$ cat config.mk
export PLATFORM = sky130hd
export DESIGN_NAME = voice_event_master_flat
export DESIGN_NICKNAME = d
export VERILOG_FILES = /design/src/rtl/voice_event_master_if.sv /design/src/rtl/voice_event_master.sv /design/src/flat_wrapper.sv
export SDC_FILE = /design/constraint.sdc
export NUM_CORES = 1
export LEC_CHECK = 0
export ABC_AREA = 1
export CORE_MARGIN = 3
export CORE_UTILIZATION = 59
export CTS_CLUSTER_SIZE = 16
export DETAILED_ROUTE_END_ITERATION = 6
export PLACE_DENSITY = 0.85
export SLEW_MARGIN = 40
export SYNTH_ARGS = -nofsm -noshare
export SYNTH_HDL_FRONTEND = slang
export SYNTH_SLANG_ARGS = --single-unit
$ cat constraint.sdc
create_clock -name CLK -period 3.56 [get_ports CLK]
set_input_delay 1.068 -clock CLK [delete_from_list [all_inputs] [get_ports CLK]]
set_output_delay 1.068 -clock CLK [all_outputs]
set_load 0.01 [all_outputs]
$ cat src/rtl/voice_event_master_if.sv
`default_nettype none
// ============================================================================
//  Module      : voice_event_master_if
//  Description : Bundles two sets of signals for voice_event_master:
//                - the note-event valid/ready handshake
//                - the Avalon-MM write-master bus
//                master : the voice_event_master side
//                slave  : the event source plus the control register slave
//  Signals     : EV_VALID, EV_READY, EV_NOTE_ON, EV_NOTE[6:0]
//                AVM_ADDR[5:0], AVM_WRITE, AVM_CS, AVM_BYTE_EN[3:0]
//                AVM_WRITEDATA[31:0], AVM_WAITREQUEST
//  Revision    : 1.0  initial release
// ============================================================================
interface voice_event_master_if;
    logic        EV_VALID;
    logic        EV_READY;
    logic        EV_NOTE_ON;
    logic [6:0]  EV_NOTE;
    logic [5:0]  AVM_ADDR;
    logic        AVM_WRITE;
    logic        AVM_CS;
    logic [3:0]  AVM_BYTE_EN;
    logic [31:0] AVM_WRITEDATA;
    logic        AVM_WAITREQUEST;

    modport master (
        input  EV_VALID,
        input  EV_NOTE_ON,
        input  EV_NOTE,
        input  AVM_WAITREQUEST,
        output EV_READY,
        output AVM_ADDR,
        output AVM_WRITE,
        output AVM_CS,
        output AVM_BYTE_EN,
        output AVM_WRITEDATA
    );

    modport slave (
        output EV_VALID,
        output EV_NOTE_ON,
        output EV_NOTE,
        output AVM_WAITREQUEST,
        input  EV_READY,
        input  AVM_ADDR,
        input  AVM_WRITE,
        input  AVM_CS,
        input  AVM_BYTE_EN,
        input  AVM_WRITEDATA
    );
endinterface
`default_nettype wire

$ cat src/rtl/voice_event_master.sv
`default_nettype none
// ============================================================================
//  Module      : voice_event_master
//  Description : Avalon-MM write master that turns note-on/note-off events
//                into writes to the synth control register file.
//                Each event is allocated one of NUM_VOICES voices.
//                Registers written per voice v:
//                  KEY  at KEY_BASE+v  : 1 = key down, 0 = key up
//                  FREQ at FREQ_BASE+v : note number
//  Ports       : CLK            system clock
//                RESET          synchronous active-high reset
//                bus (master)   event handshake and Avalon-MM write bus:
//                               EV_VALID/EV_READY/EV_NOTE_ON/EV_NOTE,
//                               AVM_ADDR/AVM_WRITE/AVM_CS/AVM_BYTE_EN,
//                               AVM_WRITEDATA/AVM_WAITREQUEST
//                VOICES_ACTIVE  per-voice key-held flags
//  Revision    : 1.0  initial release
// ============================================================================
module voice_event_master #(
    parameter int NUM_VOICES = 8,   // 1..8
    parameter int KEY_BASE   = 32,
    parameter int FREQ_BASE  = 40
) (
    input  wire logic                  CLK,
    input  wire logic                  RESET,
    voice_event_master_if.master       bus,
    output logic [NUM_VOICES-1:0]      VOICES_ACTIVE
);

    localparam int              c_VW        = (NUM_VOICES > 1) ? $clog2(NUM_VOICES) : 1;
    localparam logic [c_VW-1:0] c_LAST      = c_VW'(NUM_VOICES - 1);
    localparam logic [5:0]      c_KEY_ADDR  = 6'(KEY_BASE);
    localparam logic [5:0]      c_FREQ_ADDR = 6'(FREQ_BASE);

    typedef enum logic [2:0] {
        S_IDLE    = 3'd0,
        S_LOOKUP  = 3'd1,
        S_WR_KOFF = 3'd2,
        S_WR_FREQ = 3'd3,
        S_WR_KON  = 3'd4
    } state_t;

    // ------------------------------------------------------------------
    // State
    // ------------------------------------------------------------------
    state_t            r_state;
    logic [6:0]        r_note;          // latched event note
    logic              r_note_on;       // latched event type
    logic [c_VW-1:0]   r_voice;         // voice chosen in LOOKUP
    logic [c_VW-1:0]   r_steal;         // round-robin steal pointer
    logic [NUM_VOICES-1:0] r_active;
    logic [6:0]        r_table [NUM_VOICES];

    // ------------------------------------------------------------------
    // Combinational
    // ------------------------------------------------------------------
    state_t            w_next;
    logic [c_VW-1:0]   w_sel_voice;
    logic              w_steal_adv;
    logic              w_wr_done;
    logic              w_ev_ready;
    logic              w_write;
    logic [5:0]        w_addr;
    logic [31:0]       w_wdata;
    logic              w_match_hit;
    logic [c_VW-1:0]   w_match_idx;
    logic              w_free_hit;
    logic [c_VW-1:0]   w_free_idx;
    logic [5:0]        w_voice_ext;

    assign w_voice_ext = {{(6 - c_VW){1'b0}}, r_voice};

    // Voice search over the table.
    // The loop runs high to low, so the last hit wins.
    // The result is therefore the lowest matching or free index.
    always_comb begin
        w_match_hit = 1'b0;
        w_match_idx = '0;
        w_free_hit  = 1'b0;
        w_free_idx  = '0;
        for (int i = NUM_VOICES - 1; i >= 0; i--) begin
            if (r_active[i] && (r_table[i] == r_note)) begin
                w_match_hit = 1'b1;
                w_match_idx = c_VW'(i);
            end
            if (!r_active[i]) begin
                w_free_hit = 1'b1;
                w_free_idx = c_VW'(i);
            end
        end
    end

    // Next state and bus outputs.
    // Bus outputs are decoded from the state register.
    // Consequences:
    //   - address, data and strobe hold while the slave stalls;
    //   - a reset edge drops the strobe on the following cycle.
    // Each write state advances on the first edge with AVM_WAITREQUEST low.
    // With a zero-wait slave this gives, counted in accept edges:
    //   - dropped note-off: next accept 2 edges later (LOOKUP only);
    //   - note-off: 3 edges (LOOKUP, KOFF);
    //   - new voice: 4 edges (LOOKUP, FREQ, KON);
    //   - steal or retrigger: 5 edges (LOOKUP, KOFF, FREQ, KON).
    always_comb begin
        w_next      = r_state;
        w_sel_voice = r_voice;
        w_steal_adv = 1'b0;
        w_wr_done   = 1'b0;
        w_ev_ready  = 1'b0;
        w_write     = 1'b0;
        w_addr      = 6'd0;
        w_wdata     = 32'd0;
        case (r_state)
            S_IDLE: begin
                w_ev_ready = ~RESET;
                if (bus.EV_VALID) begin
                    w_next = S_LOOKUP;
                end
            end
            S_LOOKUP: begin
                if (r_note_on) begin
                    if (w_match_hit) begin
                        // Retrigger: release the key first so the envelope restarts.
                        w_sel_voice = w_match_idx;
                        w_next      = S_WR_KOFF;
                    end else if (w_free_hit) begin
                        w_sel_voice = w_free_idx;
                        w_next      = S_WR_FREQ;
                    end else begin
                        w_sel_voice = r_steal;
                        w_steal_adv = 1'b1;
                        w_next      = S_WR_KOFF;
                    end
                end else if (w_match_hit) begin
                    w_sel_voice = w_match_idx;
                    w_next      = S_WR_KOFF;
                end else begin
                    // Note-off for a note nobody holds: nothing to write.
                    w_next = S_IDLE;
                end
            end
            S_WR_KOFF: begin
                w_write   = 1'b1;
                w_addr    = c_KEY_ADDR + w_voice_ext;
                w_wdata   = 32'd0;
                w_wr_done = ~bus.AVM_WAITREQUEST;
                if (w_wr_done) begin
                    w_next = r_note_on ? S_WR_FREQ : S_IDLE;
                end
            end
            S_WR_FREQ: begin
                w_write   = 1'b1;
                w_addr    = c_FREQ_ADDR + w_voice_ext;
                w_wdata   = {25'd0, r_note};
                w_wr_done = ~bus.AVM_WAITREQUEST;
                if (w_wr_done) begin
                    w_next = S_WR_KON;
                end
            end
            S_WR_KON: begin
                w_write   = 1'b1;
                w_addr    = c_KEY_ADDR + w_voice_ext;
                w_wdata   = 32'd1;
                w_wr_done = ~bus.AVM_WAITREQUEST;
                if (w_wr_done) begin
                    w_next = S_IDLE;
                end
            end
            default: begin
                w_next = S_IDLE;
            end
        endcase
    end

    // ------------------------------------------------------------------
    // Sequential
    // ------------------------------------------------------------------
    always_ff @(posedge CLK) begin
        if (RESET) begin
            r_state   <= S_IDLE;
            r_note    <= 7'd0;
            r_note_on <= 1'b0;
            r_voice   <= '0;
            r_steal   <= '0;
            r_active  <= '0;
            for (int i = 0; i < NUM_VOICES; i++) begin
                r_table[i] <= 7'd0;
            end
        end else begin
            r_state <= w_next;

            if ((r_state == S_IDLE) && bus.EV_VALID) begin
                r_note    <= bus.EV_NOTE;
                r_note_on <= bus.EV_NOTE_ON;
            end

            if (r_state == S_LOOKUP) begin
                r_voice <= w_sel_voice;
            end

            if (w_steal_adv) begin
                r_steal <= (r_steal == c_LAST) ? '0 : r_steal + 1'b1;
            end

            // The table follows the slave.
            // It changes only when a KEY write actually completes.
            if (w_wr_done) begin
                if (r_state == S_WR_KOFF) begin
                    r_active[r_voice] <= 1'b0;
                end else if (r_state == S_WR_KON) begin
                    r_active[r_voice] <= 1'b1;
                    r_table[r_voice]  <= r_note;
                end
            end
        end
    end

    // ------------------------------------------------------------------
    // Outputs
    // ------------------------------------------------------------------
    assign bus.EV_READY      = w_ev_ready;
    assign bus.AVM_WRITE     = w_write;
    assign bus.AVM_CS        = w_write;
    assign bus.AVM_BYTE_EN   = w_write ? 4'hF : 4'h0;
    assign bus.AVM_ADDR      = w_addr;
    assign bus.AVM_WRITEDATA = w_wdata;
    assign VOICES_ACTIVE     = r_active;

endmodule
`default_nettype wire

$ cat src/flat_wrapper.sv
// flat-port wrapper written by rule: the top's interface ports become plain ports
module voice_event_master_flat 
#(
    parameter int NUM_VOICES = 8,          
    parameter int KEY_BASE   = 32,
    parameter int FREQ_BASE  = 40
)
  (CLK, RESET, VOICES_ACTIVE, bus_EV_VALID, bus_EV_NOTE_ON, bus_EV_NOTE, bus_AVM_WAITREQUEST, bus_EV_READY, bus_AVM_ADDR, bus_AVM_WRITE, bus_AVM_CS, bus_AVM_BYTE_EN, bus_AVM_WRITEDATA);
  voice_event_master_if bus_i ();
  input  wire logic CLK;
  input  wire logic RESET;
  output logic [NUM_VOICES-1:0] VOICES_ACTIVE;
  input wire logic [$bits(bus_i.EV_VALID)-1:0] bus_EV_VALID;
  input wire logic [$bits(bus_i.EV_NOTE_ON)-1:0] bus_EV_NOTE_ON;
  input wire logic [$bits(bus_i.EV_NOTE)-1:0] bus_EV_NOTE;
  input wire logic [$bits(bus_i.AVM_WAITREQUEST)-1:0] bus_AVM_WAITREQUEST;
  output wire logic [$bits(bus_i.EV_READY)-1:0] bus_EV_READY;
  output wire logic [$bits(bus_i.AVM_ADDR)-1:0] bus_AVM_ADDR;
  output wire logic [$bits(bus_i.AVM_WRITE)-1:0] bus_AVM_WRITE;
  output wire logic [$bits(bus_i.AVM_CS)-1:0] bus_AVM_CS;
  output wire logic [$bits(bus_i.AVM_BYTE_EN)-1:0] bus_AVM_BYTE_EN;
  output wire logic [$bits(bus_i.AVM_WRITEDATA)-1:0] bus_AVM_WRITEDATA;
  assign bus_i.EV_VALID = bus_EV_VALID;
  assign bus_i.EV_NOTE_ON = bus_EV_NOTE_ON;
  assign bus_i.EV_NOTE = bus_EV_NOTE;
  assign bus_i.AVM_WAITREQUEST = bus_AVM_WAITREQUEST;
  assign bus_EV_READY = bus_i.EV_READY;
  assign bus_AVM_ADDR = bus_i.AVM_ADDR;
  assign bus_AVM_WRITE = bus_i.AVM_WRITE;
  assign bus_AVM_CS = bus_i.AVM_CS;
  assign bus_AVM_BYTE_EN = bus_i.AVM_BYTE_EN;
  assign bus_AVM_WRITEDATA = bus_i.AVM_WRITEDATA;
  voice_event_master #(.NUM_VOICES(NUM_VOICES), .KEY_BASE(KEY_BASE), .FREQ_BASE(FREQ_BASE)) u_core (.CLK(CLK), .RESET(RESET), .bus(bus_i), .VOICES_ACTIVE(VOICES_ACTIVE));
endmodule
==> summary.txt <==
CP top delay family - buffers and inverters
Post-Route WL - 11,010 um
CTS Sinks - 81
Setup-failing EPs final - 0
Final nets - 635
CP max stage cell - clkdlybuf4s50_1
hold crit path type - reg2reg
commonest non-fill, non-tap cell in the layout - nand2_1
critical path fanouts, max - 8
clk root buf - clkbuf_8
Synth Cell Area - 0.004581 sq mm
top cells by area, synth - edfxtp_1, nand2_1, dfxtp_1
CTS tree - yes
synthesized flop and latch total - 81
crit path capture type - output pin
top cell type's share of synthesized area - 0.3671
Critical Path RT - 2.49 ns
maxcap violations - 0
Inserted Clock Buffers - 9
hold_buf cts - 0
critical path cell sequence - inv_1 > nor3_2 > inv_1 > nand2_1 > inv_2 > nor2_1 > clkdlybuf4s50_1
Lkg Pwr - 2.104 nW
Reg clk slew, reported paths - 0.08 ns
DRT iter0 DRCs - 354
CP Launch Type - register
critical path's largest stage delay - 0.54 ns
Area growth syn-to-layout - 13.60%
Core ar. - 0.007408 sq mm
WP data arrival - 2.24 ns
placer's final routability congestion estimate - 0.9413
Vias/cell - 5.378
die extent in y - 94.11 um
final hold vios - 0
initial antenna violation count - 0
Final period util - 0.9305
first-pass GRT wire length - 17,620 um
initial core utilization - 0.6183
post-route cell area - 0.005204 sq mm
reg2reg path depth - 16
commonest cells after routing, fill and taps aside - nand2_1, nor2_1, edfxtp_1, inv_1, clkdlybuf4s50_1
post-layout min period - 3.313 ns
Final HPWL DP - 7393 um
critical path type - reg2out
clk buf depth - 2
Placed Area - 0.004980 sq mm
RSZ-0062 raised after global routing - false
Non-Filler Instances - 725
Critical Path End - bus_AVM_ADDR[0]
RR Startpoint - u_core.r_note[0]
pre-CTS setup slack - 0.3137 ns
dpl cells - 709
FMAX - 0.3019 GHz
gr ovfl total - 0
total global-route track usage - 0.2609
r2r setup slk - 1.48 ns
# resized after CTS - 0
worst reg2reg endpoint - u_core.r_steal[2]
status - finished clean
port buffer count - 38
most used cell, CP - inv_1
chip width - 94.11 um
synth warn - 0
Setup Fix Bufs, Post-CTS - 0
# DRC - 0
register area share after synthesis - 0.4764
routed len/inst - 15.18 um
Worst Path Buf+Inv - 4
Yosys cell types - 35
crit path launch - u_core.r_state[0]
io pins - 65
CTS H-Tree Depth - 3
die area - 0.008857 sq mm
Slew Limit Fails - 0
setup_tns - 0 ns
vias - 3,899
leading area contributor after synthesis - edfxtp_1
Final Worst Setup Slack - 0.2473 ns
Mapped Cells - 578
clock skew - 0.01985 ns
Pwr Density - 401.0 mW/mm^2
maximum VDD drop - 0.3099 mV
pin count of the biggest net entering global routing - 21
Crit path depth - 7
Final ANT Viol Nets - 0
syn avg cell area - 7.925 sq um
Clock Latency Late Sink - 0.36 ns
1st-pass router iterations - 5
FP Rows - 31
layout cells sized above 1 - 0.1086
vias in the first global route - 3,722
n_diodes - 0
-- worst min-delay path by stage --
stage,start,end,slack (ns),cells past startpoint
6_report,u_core.r_state[1],u_core.r_state[1],0.53,2
5_1_grt,u_core.r_state[1],u_core.r_state[1],0.54,2
4_1_cts,u_core.r_state[1],u_core.r_state[1],0.52,2
3_5_place_dp,u_core.r_state[1],u_core.r_state[1],0.51,2
3_3_place_gp,u_core.r_state[1],u_core.r_state[1],0.50,2
2_1_floorplan,u_core.r_steal[1],u_core.r_steal[1],0.48,2
-- where the power goes --
| group | switching [mW] | internal (mW) |
|---|---|---|
| clock | 0.345 | 0.395 |
| combinational | 0.192 | 0.0955 |
| sequential | 0.0232 | 1.04 |
-- logic make-up (layout without fill, tap and decap cells) --
| logic type | after synthesis | after routing | share of synthesized area |
|---|---|---|---|
| other cells | 1 | 26 | 0.0008187 |
| compound gates | 62 | 62 | 0.07293 |
| simple gates | 296 | 296 | 0.2751 |
| flops | 81 | 81 | 0.4764 |
| xor+xnor | 20 | 20 | 0.03824 |
| fa+ha+maj | 2 | 2 | 0.005462 |
| buf+inv | 116 | 139 | 0.1311 |
-- tightest hold or removal path, cell delays in order (launching register included) --
cell,delay (ns)
dfxtp_1,0.35
nand2_1,0.08
a21oi_1,0.06
-- metal layers --
| metal | up-vias | share of wire | track usage |
|---|---|---|---|
| met1 | 1770 | 0.39 | 0.3333 |
| li1 | 1861 | - | - |
| met4 | 0 | 0.034 | 0.1239 |
| met2 | 235 | 0.49 | 0.4264 |
| met3 | 33 | 0.087 | 0.04888 |
| met5 | - | 0 | 0 |
-- cell usage after synthesis --
cell      instances
o22ai_1           1
edfxtp_1         56
nor2_4            3
or2_0             4
clkinv_1          2
o211ai_2          1
buf_6             2
o21ai_1          13
nand4_1           4
nand2_2           8
inv_1            54
clkbuf_1         11
nor2_1           99
o31ai_1           1
nor3_1           11
o211ai_1          1
nand3_1          18
a21oi_1          30
a31oi_1           1
conb_1            1
inv_2             6
nor2_2            3
xnor2_1          18
buf_4            38
a32o_1            1
nand2_4           2
nand2_1         139
o21ai_0          12
o21ai_2           1
ha_1              2
nor4_1            1
inv_4             3
xor2_1            2
nor3_2            4
dfxtp_1          25
-- flip-flops by register name (all words and copies together) (netlist names), named ones only --
register          count
u_core.r_note         7
u_core.r_note_on      1
u_core.r_state        3
u_core.r_steal        3
u_core.r_table       56
u_core.r_voice        3
-- stage by stage --
step / hold WS, ns / total power, mW / utilization
3_3_place_gp: 0.5033 / 1.350 / 0.6722
4_1_cts: 0.5225 / 2.076 / 0.7017
5_1_grt: 0.5416 / 2.161 / 0.7024
6_report: 0.5313 / 2.087 / 0.7024
3_5_place_dp: 0.5112 / 1.361 / 0.6722
2_1_floorplan: 0.4778 / 1.300 / -
-- area by class of cell --
type	count	area, sq um
fill	554	2205
tap	99	123.9
inverter	65	251.5
timing repair buffer	58	530.5
sequential	81	2182
clock buffer	9	123.9
clock inverter	7	95.09
multi-input combinational	406	1897
(Power assumes the default switching activity.)
